===== src/rtl/zb_fifo_pkg.sv =====
// Shared types, default sizes and the bit-select helper for the serial FIFO.
//   - shiftState_e   : shifter FSM states (S_EMPTY, S_SHIFT)
//   - ZB_FIFO_*      : default word width and depth
//   - selectBit()    : picks bit 'index' of a word in LSB-first or MSB-first order
// Optional feature macro used by zb_serial_fifo: ZB_FIFO_ERR_FLAGS_EN.
package zb_fifo_pkg;

    localparam int ZB_FIFO_IN_WIDTH = 4;
    localparam int ZB_FIFO_DEPTH    = 16;

    // Widest word selectBit() can handle; callers zero-extend their word to this.
    localparam int ZB_FIFO_MAX_W    = 64;

    typedef enum logic {
        S_EMPTY = 1'b0,
        S_SHIFT = 1'b1
    } shiftState_e;

    // index counts serialisation order: index 0 is the first bit sent.
    function automatic logic selectBit(
        input logic [ZB_FIFO_MAX_W-1:0] word,
        input int                       index,
        input int                       width,
        input logic                     msbFirst
    );
        int pos;
        pos = msbFirst ? (width - 1 - index) : index;
        return word[pos[5:0]];
    endfunction

endpackage


===== src/rtl/zb_fifo_ram.sv =====
// Register-array storage for the serial FIFO: one synchronous write port and
// one combinational read port. Holds no pointer logic.
//   clock        : rising-edge clock
//   writeEnable  : store writeData at writeAddress on this edge
//   writeAddress : write location
//   writeData    : word to store
//   readAddress  : read location
//   readData     : word at readAddress (combinational)
module zb_fifo_ram
    import zb_fifo_pkg::*;
#(
    parameter  int WIDTH  = ZB_FIFO_IN_WIDTH,
    parameter  int DEPTH  = ZB_FIFO_DEPTH,
    localparam int ADDR_W = $clog2(DEPTH)
) (
    input  logic              clock,
    input  logic              writeEnable,
    input  logic [ADDR_W-1:0] writeAddress,
    input  logic [WIDTH-1:0]  writeData,
    input  logic [ADDR_W-1:0] readAddress,
    output logic [WIDTH-1:0]  readData
);

    logic [WIDTH-1:0] mem [DEPTH];

    // NOTE: the array has no reset; contents are only ever read behind the
    // level counter, so stale words are never observed and no reset fan-out is needed.
    // NOTE: sequential state is updated with non-blocking assignments so every
    // flop samples pre-edge values regardless of block ordering.
    always_ff @(posedge clock) begin
        if (writeEnable) begin
            mem[writeAddress] <= writeData;
        end
    end

    assign readData = mem[readAddress];

endmodule


===== src/rtl/zb_serial_fifo.sv =====
// Word-in, bit-out FIFO for the Zigbee transmit chain. Buffers DEPTH words of
// IN_WIDTH bits and serialises them one bit per read request.
//   inClock       : clock, all logic on rising edge
//   inReset       : synchronous active-low reset
//   inData        : word to write
//   inWriteEnable : write request (one word per cycle)
//   inReadEnable  : read request (one bit per cycle)
//   outData       : registered serial bit, holds when outValid is low
//   outValid      : one-cycle strobe for a newly read bit
//   outEmpty      : no bit available (memory and shifter both empty)
//   outFull       : memory holds DEPTH words
//   outLevel      : words in memory, excluding the word in the shifter
// Optional macro ZB_FIFO_ERR_FLAGS_EN adds sticky outOverflow (write while
// full) and outUnderflow (read while empty), cleared only by reset.
module zb_serial_fifo
    import zb_fifo_pkg::*;
#(
    parameter  int IN_WIDTH  = ZB_FIFO_IN_WIDTH,
    parameter  int DEPTH     = ZB_FIFO_DEPTH,
    parameter  int MSB_FIRST = 0,
    localparam int LVL_W     = $clog2(DEPTH) + 1
) (
    input  logic                inClock,
    input  logic                inReset,
    input  logic [IN_WIDTH-1:0] inData,
    input  logic                inWriteEnable,
    input  logic                inReadEnable,
    output logic                outData,
    output logic                outValid,
    output logic                outEmpty,
    output logic                outFull,
    output logic [LVL_W-1:0]    outLevel
`ifdef ZB_FIFO_ERR_FLAGS_EN
    ,
    output logic                outOverflow,
    output logic                outUnderflow
`endif
);

    localparam int                ADDR_W   = $clog2(DEPTH);
    localparam int                IDX_W    = (IN_WIDTH > 1) ? $clog2(IN_WIDTH) : 1;
    localparam logic [IDX_W-1:0]  LAST_IDX = IDX_W'(IN_WIDTH - 1);
    localparam logic [LVL_W-1:0]  FULL_LVL = LVL_W'(DEPTH);
    localparam logic              MSB      = (MSB_FIRST != 0);

    logic [ADDR_W-1:0]   wrPtr;
    logic [ADDR_W-1:0]   rdPtr;
    logic [LVL_W-1:0]    level;
    logic [LVL_W-1:0]    levelNext;
    shiftState_e         state;
    logic [IN_WIDTH-1:0] shifter;
    logic [IDX_W-1:0]    bitIndex;
    logic [IN_WIDTH-1:0] headWord;
    logic                writeOk;
    logic                readOk;
    logic                pop;

    zb_fifo_ram #(
        .WIDTH (IN_WIDTH),
        .DEPTH (DEPTH)
    ) u_ram (
        .clock        (inClock),
        .writeEnable  (writeOk),
        .writeAddress (wrPtr),
        .writeData    (inData),
        .readAddress  (rdPtr),
        .readData     (headWord)
    );

    assign outEmpty = (level == '0) && (state == S_EMPTY);
    assign outFull  = (level == FULL_LVL);
    assign outLevel = level;

    // A write while full is dropped even if a pop frees a slot this cycle.
    assign writeOk = inWriteEnable && !outFull;
    assign readOk  = inReadEnable && !outEmpty;
    // Memory is only popped when a new word starts; bits of the current word
    // come from the shifter.
    assign pop     = readOk && (state == S_EMPTY);

    // NOTE: default assignment first so every path assigns levelNext and no
    // latch is inferred.
    always_comb begin
        levelNext = level;
        case ({writeOk, pop})
            2'b10:   levelNext = level + 1'b1;
            2'b01:   levelNext = level - 1'b1;
            default: levelNext = level;
        endcase
    end

    always_ff @(posedge inClock) begin
        if (!inReset) begin
            wrPtr    <= '0;
            rdPtr    <= '0;
            level    <= '0;
            state    <= S_EMPTY;
            shifter  <= '0;
            bitIndex <= '0;
            outData  <= 1'b0;
            outValid <= 1'b0;
        end else begin
            outValid <= 1'b0;
            level    <= levelNext;
            if (writeOk) begin
                wrPtr <= wrPtr + 1'b1;
            end
            if (pop) begin
                rdPtr <= rdPtr + 1'b1;
            end
            if (readOk) begin
                outValid <= 1'b1;
                case (state)
                    S_EMPTY: begin
                        outData <= selectBit(ZB_FIFO_MAX_W'(headWord), 0, IN_WIDTH, MSB);
                        // Single-bit words are fully consumed on the pop itself.
                        if (IN_WIDTH > 1) begin
                            shifter  <= headWord;
                            bitIndex <= IDX_W'(1);
                            state    <= S_SHIFT;
                        end
                    end
                    S_SHIFT: begin
                        outData <= selectBit(ZB_FIFO_MAX_W'(shifter), int'(bitIndex), IN_WIDTH, MSB);
                        // No prefetch: the next word is popped by the next valid read.
                        if (bitIndex == LAST_IDX) begin
                            bitIndex <= '0;
                            state    <= S_EMPTY;
                        end else begin
                            bitIndex <= bitIndex + 1'b1;
                        end
                    end
                endcase
            end
        end
    end

`ifdef ZB_FIFO_ERR_FLAGS_EN
    always_ff @(posedge inClock) begin
        if (!inReset) begin
            outOverflow  <= 1'b0;
            outUnderflow <= 1'b0;
        end else begin
            if (inWriteEnable && outFull) begin
                outOverflow <= 1'b1;
            end
            if (inReadEnable && outEmpty) begin
                outUnderflow <= 1'b1;
            end
        end
    end
`else
    // Without the error flags, dropped writes and ignored reads are silent.
`endif

endmodule

===== config.mk =====
export PLATFORM = sky130hd
export DESIGN_NAME = zb_serial_fifo
export DESIGN_NICKNAME = d
export VERILOG_FILES = /design/src/rtl/zb_fifo_pkg.sv /design/src/rtl/zb_fifo_ram.sv /design/src/rtl/zb_serial_fifo.sv
export SDC_FILE = /design/constraint.sdc
export NUM_CORES = 1
export LEC_CHECK = 0
export BUFFER_PORTS_ARGS = -buffer_cell sky130_fd_sc_hd__clkbuf_2
export CAP_MARGIN = 20
export CORE_UTILIZATION = 30
export CTS_CLUSTER_DIAMETER = 40
export DETAILED_ROUTE_END_ITERATION = 8
export PLACE_DENSITY = 0.47
export SLEW_MARGIN = 15
export SYNTH_ARGS = -nofsm -noshare
export SYNTH_HDL_FRONTEND = slang
export SYNTH_HIERARCHICAL = 1
export SYNTH_SLANG_ARGS = --single-unit

===== constraint.sdc =====
create_clock -name inClock -period 7.2 [get_ports inClock]
set_input_delay 1.44 -clock inClock [delete_from_list [all_inputs] [get_ports inClock]]
set_output_delay 1.44 -clock inClock [all_outputs]
set_load 0.02 [all_outputs]

==> key figures, run 1 <==
Setup path
  • CP top delay family: compound AO/OA/AOI/OAI gates
  • Worst path cell trace: clkbuf_2 -> inv_1 -> a21oi_1 -> inv_1 -> ha_1 -> ha_1 -> nand3_1 -> and4b_1 -> a21oi_1 -> mux2i_1
  • Worst Path Arrival: 3550 ps
  • Critical R2R Capture: outLevel[4]
  • WS Path Type: in -> reg
  • Worst Path Buf+Inv: 3
  • Peak fanout along the critical path: 8
  • CP Depth: 10
  • Flop-to-flop setup slack: roughly 4300 ps
  • Reg2Reg Depth: 9
  • Worst setup EP type: flip-flop
  • Critical Path RT: roughly 7500 ps
  • Slowest-stage cell, CP: a21oi_1
  • Worst Setup Start Kind: input pin
  • Slowest stage delay, CP: around 550 ps
  • RR Startpoint: outLevel[0]

Route
  • Wire per inst: roughly 16 µm
  • Router iterations before antenna repair: 4
  • 1st-iter DRT viols: ~120
  • DR vias: between 2000 and 2500
  • Final wirelength: between 7000 and 8000 µm
  • Average vias per placed instance: ~4.7
  • Routed Antenna Nets: 0
  • DRC viols: 0

Power and ir drop
  • Max VDD drop: 110.8 µV
  • Leakage: about 1.5 nW
  • PD cells: 339.2 mW/mm²

Finish
  • Layout Cells excl Fill: roughly 440
  • Final nets: 285
  • Final-layout fill cell count: about 1200
  • Area of the multi-input gates: between 0.001 and 0.0015 mm²
  • Register area: about 0.0024 mm²
  • Growth of design area from synthesis to finish: 13.54%
  • Share of cells above drive strength 1: between 10% and 20%
  • Antenna Cells: 0

CTS
  • Num CTS Buffers: 9
  • CTS resizes: 0
  • Longest Clk Path Bufs: 2
  • Clk sinks: 86
  • CTS tree: done
  • Clock Latency Late Sink: roughly 330 ps
  • Clock transition at path regs: roughly 60 ps
  • Cts hold-fix bufs: 0
  • Root Driver: clkbuf_16
  • Post-CTS repair timing setup buffer count: 0
  • H-tree lvl count: 3

GRT
  • Largest net degree at the start of global routing: 20
  • GR Overflow Total: 0
  • Vias in the first global route: about 2000
  • Total Routing Usage GR: roughly 12%
  • Antenna violations before repair: 0
  • First-pass GRT wire length: 11330 µm

Synth
  • Post-synthesis sequential area ratio: between 60 and 70%
  • Synthesis-stage register bit count: between 80 and 90
  • Synthesized cell area: 0.003742 mm²
  • Number of distinct library cells after synthesis: just over 40
  • Mapped Nets: approximately 270
  • Mean Syn Cell Area: ~15 µm²
  • Synth Warn #: 6
  • Mapped Cells: 251

STA
  • Final setup violating endpoints: 0
  • Fin crit period: 3290 ps
  • Worst Max-Slew Pin Slew: approximately 700 ps
  • Final hold vios: 0
  • Fmax: 0.3040 GHz
  • Total negative slack: 0 ps
  • Setup Skew: 5.632 ps
  • Crit share post-route: a little under half
  • RSZ-0062 raised after global routing: false
  • Max-slew violation count: 0
  • Max_slew headroom: about 53%

Placement
  • PortBufs: 16
  • Gpl congestion: about 0.74
  • Placed Cells: 426
  • Post-DP HPWL: ~4700 µm

Worst hold path
  • Hold Crit Depth: 2
  • HP Class: reg -> reg
  • Hold path start: shifter[1]
  • Worst Hold Endpoint: shifter[1]

Die
  • Die area: 0.01293 mm²
  • Num rows: 40
  • Io pins: 17
  • Die Y: roughly 110 µm
  • Chip Width: around 110 µm
  • Core area: ~0.012 mm²
  • Starting Density: around 31%

Run
  • # Max-Cap Violations: 0

Run status
  • Status: finished clean
==> worst max path at each step <==
stage                              from     endpoint  slack (ps)
final                     inWriteEnable  outLevel[4]        3910
after global routing      inWriteEnable  outLevel[4]        3710
after CTS                 inWriteEnable  outLevel[4]        3920
after detailed placement  inWriteEnable  outLevel[4]        3610
after global placement    inWriteEnable  outLevel[4]        3670
after floorplan           inWriteEnable  outLevel[4]        3990
==> routing by layer <==
metal / track usage, % / share of wire [%] / vias to the layer above
li1: - / - / 1010
met1: 15.19 / 48 / 1027
met2: 19.63 / 48 / 35
met3: 4.463 / 3.7 / 5
met4: 3.158 / 1.0 / 0
met5: 0 / 0 / -
==> sequential cells by signal, indices dropped and copies added (netlist names) <==
register,cells
bitIndex,2
outData,1
outLevel,5
outValid,1
rdPtr,4
u_ram/mem,64
state,1
shifter,4
wrPtr,4
==> synth_stat cells, drive strengths merged <==
master,number,area share (%)
dfxtp,22,12
a21o,1,0.23
ha,7,2.3
and2,1,0.17
buf,6,2.0
a21oi,11,1.5
o21ai,9,1.2
nand2b,4,0.67
xor2,2,0.47
nor2,24,2.4
nand4b,1,0.23
nand3b,2,0.40
nor2b,2,0.33
mux4,17,12
a211oi,1,0.20
or3b,1,0.23
o31ai,1,0.57
inv,6,0.60
or4,1,0.30
nand4,1,0.17
nor3,5,0.67
or3,3,0.53
o211ai,3,0.97
nand2,18,1.8
edfxtp,64,51
xnor2,3,0.70
nor4,1,0.17
clkbuf,5,1.0
o31a,1,0.27
nand3,18,2.4
and4b,1,0.27
a22oi,4,0.80
fa,1,0.53
mux2i,4,1.1
==> worst reg2reg max path, stage by stage (launching register included) <==
cell,delay (ps)
dfxtp_1,380
or4_4,600
o211ai_4,420
inv_1,100
ha_1,280
ha_1,370
nand3_1,110
and4b_1,190
a21oi_1,170
mux2i_1,200
==> cell usage in the layout (no fill, tap or decap), types with 2 or more instances in the layout <==
| master | instances |
|---|---|
| nand3b_1 | 2 |
| dfxtp_1 | 22 |
| nand2b_1 | 4 |
| o21ai_0 | 9 |
| nand3_1 | 18 |
| edfxtp_1 | 64 |
| bufinv_16 | 2 |
| clkbuf_2 | 16 |
| a22oi_1 | 4 |
| nand2_1 | 18 |
| mux4_1 | 14 |
| mux2i_1 | 4 |
| nor2_1 | 24 |
| clkbuf_16 | 9 |
| a21oi_1 | 11 |
| nor3_1 | 5 |
| or3_1 | 2 |
| buf_4 | 2 |
| o211ai_1 | 2 |
| xnor2_1 | 3 |
| inv_1 | 6 |
| nor2b_1 | 2 |
| mux4_2 | 3 |
| clkbuf_1 | 2 |
| xor2_1 | 2 |
| ha_1 | 7 |
==> cell families after synthesis <==
group                      count (synthesis)  synth area share, %
AOI/OAI and AO/OA                         31                5.717
xor gates and xnor gates                   5                1.170
adders and majority gates                  8                2.875
buffers and inverters                     17                3.644
DFF                                       86                63.12
muxes                                     21                12.70
and+or+nand+nor                           83                10.77
==> layout make-up <==
type | instances | area share, %
flip-flops and latches | 86 | 55.59
clock buffers | 11 | 5.477
well taps | 168 | 4.947
inverters | 6 | 0.5300
multi-input cells | 148 | 29.27
repair buffers | 18 | 2.238
clock inverters | 5 | 1.943
==> power by group <==
group	leakage [nW]	switching, W	internal (W)	total (W)
clock network	0.154	0.000181	0.000305	0.000486
logic	0.547	0.000193	0.000142	0.000335
registers	0.758	0.0000448	0.000576	0.000621
==> stage by stage <==
step	total power, W	instance area [µm²]	hold slack (ps)	setup slack, ps	utilization [%]
2_1_floorplan	0.0009018	3742	438.0	3988	-
3_3_place_gp	0.0009654	3934	461.6	3671	32.61
3_5_place_dp	0.0009698	3934	468.3	3612	32.61
4_1_cts	0.001462	4249	477.6	3922	35.23
5_1_grt	0.001522	4249	517.2	3714	35.23
6_report	0.001441	4249	470.6	3910	35.23
Power figures use the tool's default switching activity.
==> run 2: changes to the inputs <==
- PLACE_DENSITY: 0.47 -> 0.48
- clock period: 7.2 -> 2.8 ns (I/O delays scaled with it)
==> key figures, run 2 (synthesized netlist as in run 1, its figures left out) <==
Route
  • Routed Antenna Nets: 0 (unchanged)
  • Wire per inst: 15.83 µm (was 16.02 µm)
  • DR vias: 2104 (was 2077)
  • Final wirelength: 7094 µm (was 7081 µm)
  • Router iterations before antenna repair: 4 (unchanged)
  • DRC viols: 0 (unchanged)
  • Average vias per placed instance: 4.696 (was 4.699)
  • 1st-iter DRT viols: 114 (was 116)

Die
  • Chip Width: 113.7 µm (unchanged)
  • Die Y: 113.7 µm (unchanged)
  • Die area: 0.01293 mm² (unchanged)
  • Io pins: 17 (unchanged)
  • Num rows: 40 (unchanged)
  • Core area: 0.01206 mm² (unchanged)
  • Starting Density: 31.03% (unchanged)

STA
  • RSZ-0062 raised after global routing: false (unchanged)
  • Max_slew headroom: 54.87% (was 52.76%)
  • Worst Max-Slew Pin Slew: 671.8 ps (was 703.2 ps)
  • Max-slew violation count: 0 (unchanged)
  • Total negative slack: 0 ps (unchanged)
  • Final setup violating endpoints: 0 (unchanged)
  • Fin crit period: roughly 2500 ps
  • Final hold vios: 0 (unchanged)
  • Fmax: approximately 0.4 GHz
  • Crit share post-route: between 90% and 100%
  • Setup Skew: 5.505 ps (was 5.632 ps)

Finish
  • Commonest non-fill, non-tap cell in the layout: edfxtp_1 (unchanged)
  • Finished Core Util: 35.36% (was 35.23%)
  • Antenna Cells: 0 (unchanged)
  • Final-layout fill cell count: 1175 (was 1171)
  • Share of cells above drive strength 1: 17.50% (was 15.33%)
  • Growth of design area from synthesis to finish: 13.98% (was 13.54%)
  • Layout Cells excl Fill: 448 (was 442)
  • Most frequent cells in the layout: edfxtp_1, nor2_1, dfxtp_1 (unchanged)
  • Max FFs per register: 64 (unchanged)
  • Top reg by flops: u_ram/mem (unchanged)
  • Final nets: 291 (was 285)

Setup path
  • Worst Path Arrival: 2810 ps (was 3550 ps)
  • Worst Setup Start Kind: flip-flop (was input pin)
  • Peak fanout along the critical path: 6 (was 8)
  • Worst setup EP type: flip-flop (unchanged)
  • WS Path Type: reg -> reg (was in -> reg)
  • Flop-to-flop setup slack: 260 ps (was 4320 ps)
  • Critical Path RT: 3070 ps (was 7460 ps)

Power and ir drop
  • Switch share: 30.96% (was 29.03%)
  • Combinational share of power: 25.0% (was 23.2%)
  • Sequential Power Share: 44.6% (was 43.1%)
  • Max VDD drop: 330.9 µV (was 110.8 µV)
  • Int Pwr: 0.002497 W (was 0.001023 W)
  • Psw: 0.001120 W (was 0.0004183 W)
  • PD cells: 847.9 mW/mm² (was 339.2 mW/mm²)
  • Leakage: 1.462 nW (was 1.459 nW)
  • Clock Power Share: 30.4% (was 33.7%)

Run
  • # Max-Cap Violations: 0 (unchanged)

CTS
  • Clock Latency Late Sink: 340 ps (was 330 ps)
  • Num CTS Buffers: 9 (unchanged)
  • Post-CTS repair timing setup buffer count: 0 (unchanged)
  • CTS resizes: 0 (unchanged)
  • Clock transition at path regs: 60 ps (about the same)
  • Longest Clk Path Bufs: 2 (unchanged)
  • CTS tree: done (unchanged)
  • Cts hold-fix bufs: 0 (unchanged)
  • Root Driver: clkbuf_16 (unchanged)
  • H-tree lvl count: 3 (unchanged)
  • Clk sinks: 86 (unchanged)

Run status
  • Status: finished clean (unchanged)

Worst hold path
  • HP Class: reg -> reg (unchanged)

GRT
  • GR Overflow Total: 0 (unchanged)
  • Total Routing Usage GR: 12.15% (was 12.08%)
  • Largest net degree at the start of global routing: 19 (was 20)
  • Vias in the first global route: 2033 (was 2045)
  • First-pass GRT wire length: 11260 µm (was 11330 µm)
  • Antenna violations before repair: 0 (unchanged)

Placement
  • Post-DP HPWL: 4780 µm (was 4689 µm)
  • Gpl congestion: 0.7158 (was 0.7396)
  • PortBufs: 16 (unchanged)
  • Placed Cells: 432 (was 426)
[run 2: changes by cell type in the layout (fill, tap and decap cells not counted), sizes merged]
cell,previous run,this run
buf,2,8
bufinv,2,0
clkbuf,27,26
clkinv,2,1
clkinvlp,0,3
inv,7,8
[run 2: final timing paths]
| path | from | depth (start not counted) | endpoint |
|---|---|---|---|
| hold reg to reg | shifter[3] | 2 | shifter[3] |
| hold / removal | shifter[3] | 2 | shifter[3] |
| setup / recovery | outLevel[0] | 9 | outLevel[4] |
| setup reg to reg | outLevel[0] | 9 | outLevel[4] |
[run 2: area by class of cell]
type / instances / area (µm²) / share of cell area [%]
multi-input cells: 148 / 1244 / 29.16
clock buffers: 10 / 229.0 / 5.368
inverters: 6 / 22.52 / 0.5280
flip-flops and latches: 86 / 2362 / 55.38
well taps: 168 / 210.2 / 4.928
clock inverters: 6 / 45.04 / 1.056
repair buffers: 24 / 152.6 / 3.579
[run 2: stage by stage]
stage	hold slack, ps	worst slack [ps]	cell area, µm²	total power (W)
final	470.1	262.4	4265	0.003617
after global routing	499.0	154.3	4265	0.003811
after CTS	476.5	246.5	4265	0.003663
after detailed placement	465.1	269.0	3991	0.002555
after global placement	459.8	302.6	3991	0.002546
after floorplan	438.0	147.4	3742	0.002319
[run 2: layer usage]
metal	share of wire, %	up-vias	track usage, %
met5	0	-	0
met4	0.94	0	4.474
met3	4.3	6	3.985
met2	46	43	18.82
met1	49	1037	15.88
li1	-	1018	-
[run 2: worst max-delay path: stages, from the launching register on]
cell      delay [ps]
dfxtp_1          380
or4_4            590
o211ai_4         180
inv_1             60
ha_1             260
ha_1             360
nand3_1          100
and4b_1          200
a21oi_1          140
mux2i_1          200
[run 2: power by group through the flow]
stage | logic (W) | clock network [W] | registers (W)
after global placement | 0.000910 | 0 | 0.00164
after global routing | 0.000997 | 0.00118 | 0.00163
after floorplan | 0.000691 | 0 | 0.00163
after detailed placement | 0.000915 | 0 | 0.00164
final | 0.000906 | 0.00110 | 0.00161
after CTS | 0.000919 | 0.00113 | 0.00161
==> run 3: changes to the inputs <==
- BUFFER_PORTS_ARGS: -buffer_cell sky130_fd_sc_hd__clkbuf_2 -> -buffer_cell sky130_fd_sc_hd__buf_2
- TNS_END_PERCENT: default -> 20
==> key figures, run 3 (synthesized netlist as in run 1, its figures left out) <==
Run status
  • Status: finished clean (unchanged)

Finish
  • Layout Cells excl Fill: 449 (was 448)
  • Final-layout fill cell count: 1184 (was 1175)
  • Most frequent cells in the layout: edfxtp_1, nor2_1, dfxtp_1 (unchanged)
  • Commonest non-fill, non-tap cell in the layout: edfxtp_1 (unchanged)
  • Finished Core Util: 35.51% (was 35.36%)
  • Max FFs per register: 64 (unchanged)
  • Final nets: 293 (was 291)
  • Growth of design area from synthesis to finish: 14.44% (was 13.98%)
  • Top reg by flops: u_ram/mem (unchanged)
  • Antenna Cells: 0 (unchanged)
  • Share of cells above drive strength 1: 17.79% (was 17.50%)

Placement
  • Placement Setup Slack: 258.9 ps (was 269.0 ps)
  • Post-DP HPWL: 4910 µm (was 4780 µm)
  • Placed Cells: 434 (was 432)
  • Gpl congestion: 0.7237 (was 0.7158)
  • PortBufs: 16 (unchanged)

Setup path
  • WS Path Type: reg -> reg (unchanged)
  • Worst setup EP type: flip-flop (unchanged)
  • Worst path cell trace: or4_4 -> o211ai_4 -> inv_1 -> ha_1 -> ha_1 -> nand3_1 -> and4b_1 -> a21oi_1 -> mux2i_1 (unchanged)
  • Most used cell, CP: ha_1 (unchanged)
  • Critical Path RT: 3060 ps (was 3070 ps)
  • Worst Setup Start Kind: flip-flop (unchanged)
  • Peak fanout along the critical path: 6 (unchanged)
  • Slowest stage delay, CP: 590 ps (about the same)
  • Slowest-stage cell, CP: or4_4 (unchanged)
  • Worst Path Arrival: 2810 ps (about the same)

CTS
  • H-tree lvl count: 3 (unchanged)
  • Cts hold-fix bufs: 0 (unchanged)
  • Longest Clk Path Bufs: 2 (unchanged)
  • Root Driver: clkbuf_16 (unchanged)
  • Num CTS Buffers: 9 (unchanged)
  • Clock Latency Late Sink: 330 ps (was 340 ps)
  • Post-CTS repair timing setup buffer count: 0 (unchanged)
  • CTS resizes: 0 (unchanged)
  • CTS tree: done (unchanged)
  • Clock transition at path regs: 60 ps (about the same)
  • Clk sinks: 86 (unchanged)

STA
  • Fin crit period: 2550 ps (was 2538 ps)
  • Setup Skew: 4.289 ps (was 5.505 ps)
  • Max_slew headroom: 55.17% (was 54.87%)
  • Fmax: 0.3922 GHz (was 0.3941 GHz)
  • Final hold vios: 0 (unchanged)
  • Final Worst Setup Slack: 250.2 ps (was 262.4 ps)
  • Final setup violating endpoints: 0 (unchanged)
  • Crit share post-route: 91.06% (was 90.63%)
  • Worst Max-Slew Pin Slew: 667.4 ps (was 671.8 ps)
  • Total negative slack: 0 ps (unchanged)
  • Max-slew violation count: 0 (unchanged)
  • RSZ-0062 raised after global routing: false (unchanged)

Route
  • Routed Antenna Nets: 0 (unchanged)
  • DRC viols: 0 (unchanged)
  • Final wirelength: 7125 µm (was 7094 µm)
  • 1st-iter DRT viols: 131 (was 114)
  • Router iterations before antenna repair: 4 (unchanged)
  • DR vias: 2093 (was 2104)
  • Wire per inst: 15.87 µm (was 15.83 µm)
  • Average vias per placed instance: 4.661 (was 4.696)

GRT
  • Antenna violations before repair: 0 (unchanged)
  • GR Overflow Total: 0 (unchanged)
  • Total Routing Usage GR: 12.22% (was 12.15%)
  • First-pass GRT wire length: 11450 µm (was 11260 µm)
  • Largest net degree at the start of global routing: 19 (unchanged)
  • Vias in the first global route: 2052 (was 2033)

Die
  • Num rows: 40 (unchanged)
  • Io pins: 17 (unchanged)
  • Core area: 0.01206 mm² (unchanged)
  • Die Y: 113.7 µm (unchanged)
  • Starting Density: 31.03% (unchanged)
  • Chip Width: 113.7 µm (unchanged)
  • Die area: 0.01293 mm² (unchanged)

Power and ir drop
  • Leakage: 1.487 nW (was 1.462 nW)
  • Overall power: 0.003658 W (was 0.003617 W)
  • PD cells: 854.1 mW/mm² (was 847.9 mW/mm²)
  • Max VDD drop: 285.9 µV (was 330.9 µV)

Worst hold path
  • HP Class: reg -> reg (unchanged)

Run
  • # Max-Cap Violations: 0 (unchanged)
[run 3: changes by cell type in the layout (fill, tap and decap cells not counted), moves of 2 or more]
cell        before  now
clkinvlp_4       3    1
inv_6            2    0
buf_4            7   10
clkbuf_2        16    0
clkinv_4         0    2
buf_2            0   16
[run 3: layout make-up]
| type | count | area (µm²) | area share [%] |
|---|---|---|---|
| timing repair buffer | 26 | 155.1 | 3.623 |
| sequential | 86 | 2362 | 55.16 |
| inverter | 6 | 22.52 | 0.5259 |
| clock inverter | 6 | 63.81 | 1.490 |
| clock buffer | 9 | 225.2 | 5.259 |
| tap | 168 | 210.2 | 4.908 |
| multi-input combinational | 148 | 1244 | 29.04 |
[run 3: per-layer routing]
metal | share of wire [%] | global-route usage [%] | routed length, µm | vias up
met2 | 47 | 19.27 | 3333 | 32
met1 | 49 | 15.92 | 3477 | 1039
li1 | - | - | - | 1018
met4 | 0.48 | 2.895 | 34 | 0
met3 | 3.9 | 4.623 | 280 | 4
met5 | 0 | 0 | 0 | -
[run 3: critical path: cells and delay by family, from the launching register on]
kind | cells | cell delay, ps
simple gates | 3 | 900
fa+ha+maj | 2 | 640
flops | 1 | 370
compound gates | 2 | 330
mux | 1 | 190
buf+inv | 1 | 60
[run 3: worst paths after layout]
kind	from	endpoint	slack (ps)	cells after the start
setup / recovery	outLevel[0]	outLevel[4]	250	9
setup reg to reg	outLevel[0]	outLevel[4]	250	9
hold reg to reg	shifter[3]	shifter[3]	470	2
hold / removal	shifter[3]	shifter[3]	470	2
[run 3: report_power, final]
part	leakage [nW]	total, W	switching [W]	internal (W)
clock network	0.139	0.00115	0.000463	0.000683
logic	0.591	0.000904	0.000496	0.000408
registers	0.758	0.00161	0.000127	0.00148
[run 3: metrics by stage]
step / cell area [µm²] / hold slack [ps]
CTS: 4283 / 475.4
global route: 4283 / 501.4
floorplan: 3742 / 438.0
global placement: 3994 / 459.2
finish: 4283 / 470.8
detailed placement: 3994 / 463.6
